===== config.mk =====
export PLATFORM = sky130hd
export DESIGN_NAME = butterfly_pipe
export DESIGN_NICKNAME = d
export VERILOG_FILES = /design/src/rtl/fft_pkg.sv /design/src/rtl/cmul_round.sv /design/src/rtl/butterfly_pipe.sv
export SDC_FILE = /design/constraint.sdc
export NUM_CORES = 2
export LEC_CHECK = 0
export ABC_AREA = 0
export CORE_MARGIN = 2
export CORE_UTILIZATION = 63
export DETAILED_ROUTE_END_ITERATION = 8
export PLACE_DENSITY = 0.83
export SLEW_MARGIN = 10
export SYNTH_ARGS = -nofsm -noshare
export SYNTH_HDL_FRONTEND = slang
export SYNTH_SLANG_ARGS = --single-unit
export TNS_END_PERCENT = 20

===== constraint.sdc =====
create_clock -name clk -period 17.75 [get_ports clk]
set_clock_uncertainty 0.15 [all_clocks]
set_input_delay 2.6625 -clock clk [delete_from_list [all_inputs] [get_ports clk]]
set_output_delay 2.6625 -clock clk [all_outputs]
set_load 0.01 [all_outputs]

===== src/rtl/fft_pkg.sv =====
// Shared FFT types, N=4 twiddle constants and wide fixed-point helpers
// used by the butterfly datapath.
package fft_pkg;
  localparam int HALF_DEF = 16;
  localparam int ACC_W    = 72;

  typedef logic signed [ACC_W-1:0] acc_t;

  typedef struct packed {
    logic signed [HALF_DEF-1:0] re;
    logic signed [HALF_DEF-1:0] im;
  } cplx_t;

  localparam cplx_t W0 = '{re: 16'sh7fff, im: 16'sh0000};
  localparam cplx_t W1 = '{re: 16'sh0000, im: 16'sh8001};
  localparam cplx_t W2 = '{re: 16'sh8000, im: 16'sh0000};
  localparam cplx_t W3 = '{re: 16'sh0000, im: 16'sh7fff};

  // Round half up, then arithmetic shift right by sh (sh >= 1).
  function automatic acc_t round_shift(input acc_t x, input int sh);
    acc_t half_lsb;
    half_lsb = acc_t'(1) <<< (sh - 1);
    return (x + half_lsb) >>> sh;
  endfunction

  // Clip to a signed range of the given width, flagging when clipping occurred.
  function automatic acc_t sat_clip(input acc_t x, input int bits, output logic sat);
    acc_t hi;
    acc_t lo;
    hi  = (acc_t'(1) <<< (bits - 1)) - acc_t'(1);
    lo  = -(acc_t'(1) <<< (bits - 1));
    sat = 1'b1;
    if (x > hi) return hi;
    if (x < lo) return lo;
    sat = 1'b0;
    return x;
  endfunction
endpackage


===== src/rtl/cmul_round.sv =====
// Pipelined complex multiply B*W with rounding back to Q(HALF-1) scale;
// one register stage, held when i_en is low.
module cmul_round
  import fft_pkg::*;
#(
  parameter int HALF = 16
) (
  input  logic                   clk,
  input  logic                   rst,
  input  logic                   i_en,
  input  logic [2*HALF-1:0]      i_b,
  input  logic [2*HALF-1:0]      i_w,
  output logic signed [HALF+1:0] o_p_re,
  output logic signed [HALF+1:0] o_p_im
);
  logic signed [HALF-1:0]   w_br, w_bi, w_wr, w_wi;
  logic signed [2*HALF-1:0] w_m_rr, w_m_ii, w_m_ri, w_m_ir;
  logic signed [2*HALF:0]   w_pr, w_pi;
  logic signed [HALF+1:0]   w_pr_rnd, w_pi_rnd;
  logic signed [HALF+1:0]   r_p_re, r_p_im;

  assign w_br = i_b[2*HALF-1:HALF];
  assign w_bi = i_b[HALF-1:0];
  assign w_wr = i_w[2*HALF-1:HALF];
  assign w_wi = i_w[HALF-1:0];

  assign w_m_rr = (2*HALF)'(w_br) * (2*HALF)'(w_wr);
  assign w_m_ii = (2*HALF)'(w_bi) * (2*HALF)'(w_wi);
  assign w_m_ri = (2*HALF)'(w_br) * (2*HALF)'(w_wi);
  assign w_m_ir = (2*HALF)'(w_bi) * (2*HALF)'(w_wr);

  // One guard bit so that (-2^(HALF-1))^2 + (-2^(HALF-1))^2 cannot wrap.
  assign w_pr = (2*HALF+1)'(w_m_rr) - (2*HALF+1)'(w_m_ii);
  assign w_pi = (2*HALF+1)'(w_m_ri) + (2*HALF+1)'(w_m_ir);

  assign w_pr_rnd = (HALF+2)'(round_shift(ACC_W'(w_pr), HALF - 1));
  assign w_pi_rnd = (HALF+2)'(round_shift(ACC_W'(w_pi), HALF - 1));

  // NOTE: state registers use non-blocking assignments so every stage samples
  // its predecessor's pre-edge value, independent of block ordering.
  always_ff @(posedge clk) begin
    if (rst) begin
      r_p_re <= '0;
      r_p_im <= '0;
    end else if (i_en) begin
      r_p_re <= w_pr_rnd;
      r_p_im <= w_pi_rnd;
    end
  end

  assign o_p_re = r_p_re;
  assign o_p_im = r_p_im;
endmodule


===== src/rtl/butterfly_pipe.sv =====
// Three-stage radix-2 DIT butterfly with valid/ready handshake, global stall,
// optional divide-by-2 stage scaling and per-component saturation.
module butterfly_pipe
  import fft_pkg::*;
#(
  parameter int WIDTH = 32
) (
  input  logic             clk,
  input  logic             rst,
  input  logic             in_valid,
  output logic             in_ready,
  input  logic [WIDTH-1:0] a,
  input  logic [WIDTH-1:0] b,
  input  logic [WIDTH-1:0] w,
  input  logic             scale,
  output logic             out_valid,
  input  logic             out_ready,
  output logic [WIDTH-1:0] out0,
  output logic [WIDTH-1:0] out1,
  output logic             sat
);
  localparam int HALF = WIDTH / 2;

  logic             w_en;
  logic [WIDTH-1:0] r_a1, r_b1, r_w1, r_a2;
  logic             r_s1, r_s2, r_v1, r_v2, r_v3;
  logic [WIDTH-1:0] r_out0, r_out1;
  logic             r_sat;

  logic signed [HALF+1:0] w_p_re, w_p_im;
  logic signed [HALF-1:0] w_a_re, w_a_im;
  logic signed [HALF+2:0] w_sum [4];
  logic [HALF-1:0]        w_res [4];
  logic [3:0]             w_satv;

  // Single global stall: the whole pipe advances only if S3 can drain.
  assign w_en     = !r_v3 || out_ready;
  assign in_ready = w_en;

  always_ff @(posedge clk) begin
    if (rst) begin
      r_a1 <= '0;
      r_b1 <= '0;
      r_w1 <= '0;
      r_s1 <= 1'b0;
      r_v1 <= 1'b0;
      r_a2 <= '0;
      r_s2 <= 1'b0;
      r_v2 <= 1'b0;
    end else if (w_en) begin
      r_a1 <= a;
      r_b1 <= b;
      r_w1 <= w;
      r_s1 <= scale;
      r_v1 <= in_valid;
      r_a2 <= r_a1;
      r_s2 <= r_s1;
      r_v2 <= r_v1;
    end
  end

  cmul_round #(.HALF(HALF)) u_cmul (
    .clk    (clk),
    .rst    (rst),
    .i_en   (w_en),
    .i_b    (r_b1),
    .i_w    (r_w1),
    .o_p_re (w_p_re),
    .o_p_im (w_p_im)
  );

  assign w_a_re = r_a2[WIDTH-1:HALF];
  assign w_a_im = r_a2[HALF-1:0];

  always_comb begin
    w_sum[0] = (HALF+3)'(w_a_re) + (HALF+3)'(w_p_re);
    w_sum[1] = (HALF+3)'(w_a_im) + (HALF+3)'(w_p_im);
    w_sum[2] = (HALF+3)'(w_a_re) - (HALF+3)'(w_p_re);
    w_sum[3] = (HALF+3)'(w_a_im) - (HALF+3)'(w_p_im);
    w_satv   = '0;
    for (int i = 0; i < 4; i++) begin
      acc_t v;
      v = ACC_W'(w_sum[i]);
      if (r_s2) v = round_shift(v, 1);
      v = sat_clip(v, HALF, w_satv[i]);
      w_res[i] = HALF'(v);
    end
  end

  always_ff @(posedge clk) begin
    if (rst) begin
      r_out0 <= '0;
      r_out1 <= '0;
      r_sat  <= 1'b0;
      r_v3   <= 1'b0;
    end else if (w_en) begin
      r_out0 <= {w_res[0], w_res[1]};
      r_out1 <= {w_res[2], w_res[3]};
      r_sat  <= |w_satv;
      r_v3   <= r_v2;
    end
  end

  assign out0      = r_out0;
  assign out1      = r_out1;
  assign sat       = r_sat;
  assign out_valid = r_v3;
endmodule


==> out/results.tsv <==
stage	metric	value	unit
run_status	status	completed	
worst_setup_path	most frequent CP cell	fa_1	
global_routing	vias in the first global route	44763	
finish	design area	57900	µm²
cts	# Post-CTS Setup Buffers	0	
cts	CTS tree	built	
global_routing	first-pass GRT wire length	232000	µm
placement	Placed Cells	7276	
sta	maximum clock rate	106	MHz
power_and_ir_drop	Max rail drop VDD	0.352	mV
power_and_ir_drop	leakage power	28.4	nW
worst_setup_path	Worst EP required	18.13	ns
global_routing	initial antenna violation count	3	
placement	pre-CTS WS	8.44	ns
sta	Tmin final	9.39	ns
global_routing	Tot GR Track Use	32.8	%
drt	wirelength, routed	142000	µm
synth	sequential area share after synthesis	8.62	%
floorplanning	Die W	298	µm
drt	Via density	5.71	
sta	Final Slew Violations	0	
sta	final setup fails	0	
floorplanning	Die H	298	µm
finish	Final nets	7818	
cts	CTS Buffer Depth	3	
synth	warnings from Yosys	0	
placement	Port Buffers	167	
cts	Clk pin slew, worst setup/hold paths	0.07	ns
synth	Synth Area in XOR/XNOR	2.00	%
synth	Syn Nets	7862	
synth	synthesized instance count	6209	
synth	Async SR Flop Fraction	0	%
sta	fin worst setup slack	8.36	ns
cts	H-tree depth	1	
power_and_ir_drop	Tot Pwr	11.5	mW
synth	largest family of logic cells by synthesized area	adder cells	
cts	Num CTS Buffers	31	
cts	Root Driver	clkbuf_16	
hold_path	Hold Path Class	reg -> reg	
drt	total iterations of the first detailed-routing run	6	
floorplanning	I/O Pins	168	
synth	mux cell area share after synthesis	0.304	%
worst_setup_path	CP bufs+invs	4	
cts	worst-skew pair later-pin latency	0.64	ns
drt	DRC	0	
synth	Top FF cell, synth	dfxtp_1	
worst_setup_path	CP max stage delay	1.25	ns
power_and_ir_drop	Pwr Density	199	nW/µm²
placement	placed inst area	56800	µm²
synth	Yosys cell types	104	
floorplanning	DIE AREA	88700	µm²
drt	ANT nets after route	0	
synth	register bit total from synthesis	234	
worst_setup_path	Worst path slowest cell	dfxtp_1	
synth	mapped cell area	54400	µm²
finish	fillers	6554	
job	max cap viols	0	
worst_setup_path	Worst setup EP type	flop	
finish	area added between synthesis and finish	6.47	%
worst_setup_path	CP Data Arrival Time	9.77	ns
floorplanning	Initial Util	63.7	%
worst_setup_path	Crit Path Max Fanout	33	
drt	initial DRC count	3230	
synth	Post-synth EDFFs	0	
sta	Slew @ Worst Pin	1.40	ns
floorplanning	core area	85300	µm²
finish	share of cells above drive strength 1	3.26	%
sta	Sum Neg Setup Slack	0	ns
cts	hold_buf cts	0	
synth	Post-Synth Simple-Gate Area	16.6	%
worst_setup_path	Worst setup SP type	flop	
sta	Tcrit/Tclk final	52.9	%
global_routing	pin count of the biggest net entering global routing	136	
cts	PostCTS Resize Cnt	0	
cts	Clock Sinks	234	
placement	DP HPWL	111000	µm
finish	number of non-filler instances in the completed layout	7334	
placement	GPL Wtd Cong	0.955	
synth	Compound-Gate Fraction of Synth Area	8.58	%
sta	max_slew headroom	6.71	%
worst_setup_path	critical path class	reg -> reg	
drt	WL/cell	19.3	µm
global_routing	grt ovf	0	
floorplanning	# rows	107	
sta	count of final hold-check violations	0	
worst_setup_path	CP top delay family	adder cells	
drt	DR vias	41906	
sta	unrepaired setup endpoints after global routing	no	
synth	Post-Synth Adder-Cell Area	52.0	%
synth	post-synthesis area per instance	8.76	µm²
==> cell families (layout without fill, tap and decap cells) <==
logic type               Yosys count  after routing
XOR/XNOR                         123            123
flip-flops                       234            234
AO/OA/AOI/OAI                    731            731
other                              0              1
AND/OR/NAND/NOR                 1851           1851
adder cells (fa/ha/maj)         1552           1552
buffers and inverters           1702           1682
multiplexers                      16             16
==> final cells by class <==
cell class	instances	area (µm²)	share of cell area (%)
inverters	1384	5200	8.99
multi-input cells	4273	43200	74.7
well taps	1144	1430	2.47
clock inverters	14	211	0.365
repair buffers	241	2240	3.87
diodes	1	2.50	0.00432
clock buffers	43	891	1.54
flip-flops and latches	234	4690	8.10
==> report_power, final <==
part           total [mW]  switching, mW  internal, mW
Clock               0.688          0.277         0.411
Combinational        10.0           5.86          4.18
Sequential          0.807          0.103         0.703
Total                11.5           6.24          5.30
==> synth_stat cells (12+ instances only) <==
library cell	count	area (µm²)
nand2_1	913	3430
o21ai_0	137	686
a211o_1	13	114
nor2b_1	42	263
fa_1	1177	23600
a211oi_1	17	128
o21bai_1	12	90.1
nand3_1	52	260
nand2b_1	55	344
inv_1	1382	5190
mux2i_1	12	120
xor2_1	31	272
xnor2_1	91	797
or2_2	18	113
or3_1	15	93.8
clkbuf_1	280	1050
nor4_1	13	81.3
a21oi_1	324	1620
and3_1	18	113
a21o_1	40	300
and2_1	466	2920
o21a_1	12	90.1
dfxtp_1	234	4680
nand4_1	21	131
buf_2	18	90.1
o211ai_1	18	135
ha_1	375	4690
nor3_1	47	235
nor2_1	126	473
==> state kept, by name, summed over array words and instances, names as in the netlist, 18 cells and up <==
signal,cells
r_w1,32
r_a1,32
out1,32
u_cmul.o_p_im,18
out0,32
r_b1,32
r_a2,32
u_cmul.o_p_re,18
==> worst reg2reg max path: cells and delay by family (launching register included) <==
family                   cells  cell delay (ns)
AND/OR/NAND/NOR              3             0.84
AO/OA/AOI/OAI                9             2.66
flip-flops                   1             1.25
buffers and inverters        4             0.21
adder cells (fa/ha/maj)      9             4.17
==> routing by layer <==
layer | GRT usage [%] | wire length, µm | vias up
met5 | 0 | 0 | -
met4 | 12.6 | 6100 | 0
met3 | 5.81 | 12500 | 440
met2 | 54.1 | 67200 | 1950
met1 | 43.5 | 56100 | 20902
li1 | - | - | 18614
==> metrics by stage <==
| stage | utilization (%) | hold slack [ns] |
|---|---|---|
| floorplan | - | 0.282 |
| global placement | 66.6 | 0.289 |
| detailed placement | 66.6 | 0.295 |
| CTS | 67.9 | 0.285 |
| global route | 67.9 | 0.305 |
| finish | 67.9 | 0.297 |
==> cell usage in the layout, fill, tap and decap left out, types with 40 or more instances in the layout <==
cell type        Yosys  final
nand2b_1            55     55
nor3_1              47     47
inv_1             1382   1381
ha_1               375    375
nand3_1             52     52
a21oi_1            324    324
fa_1              1177   1177
buf_4               10     73
nor2_1             126    126
nor2b_1             42     41
and2_1             466    466
dfxtp_1            234    233
clkdlybuf4s50_1      0    166
a21o_1              40     40
o21ai_0            137    137
nand2_1            913    913
xnor2_1             91     91
==> path summary, 6_finish.rpt <==
check | cells past startpoint | end | start | slack (ns)
setup / recovery | 25 | u_cmul.o_p_re[14] | r_w1[17] | 8.36
hold reg to reg | 2 | r_a2[18] | r_a1[18] | 0.30
hold / removal | 2 | r_a2[18] | r_a1[18] | 0.30
setup reg to reg | 25 | u_cmul.o_p_re[14] | r_w1[17] | 8.36
Note: power is estimated with default switching activity, not from simulation.
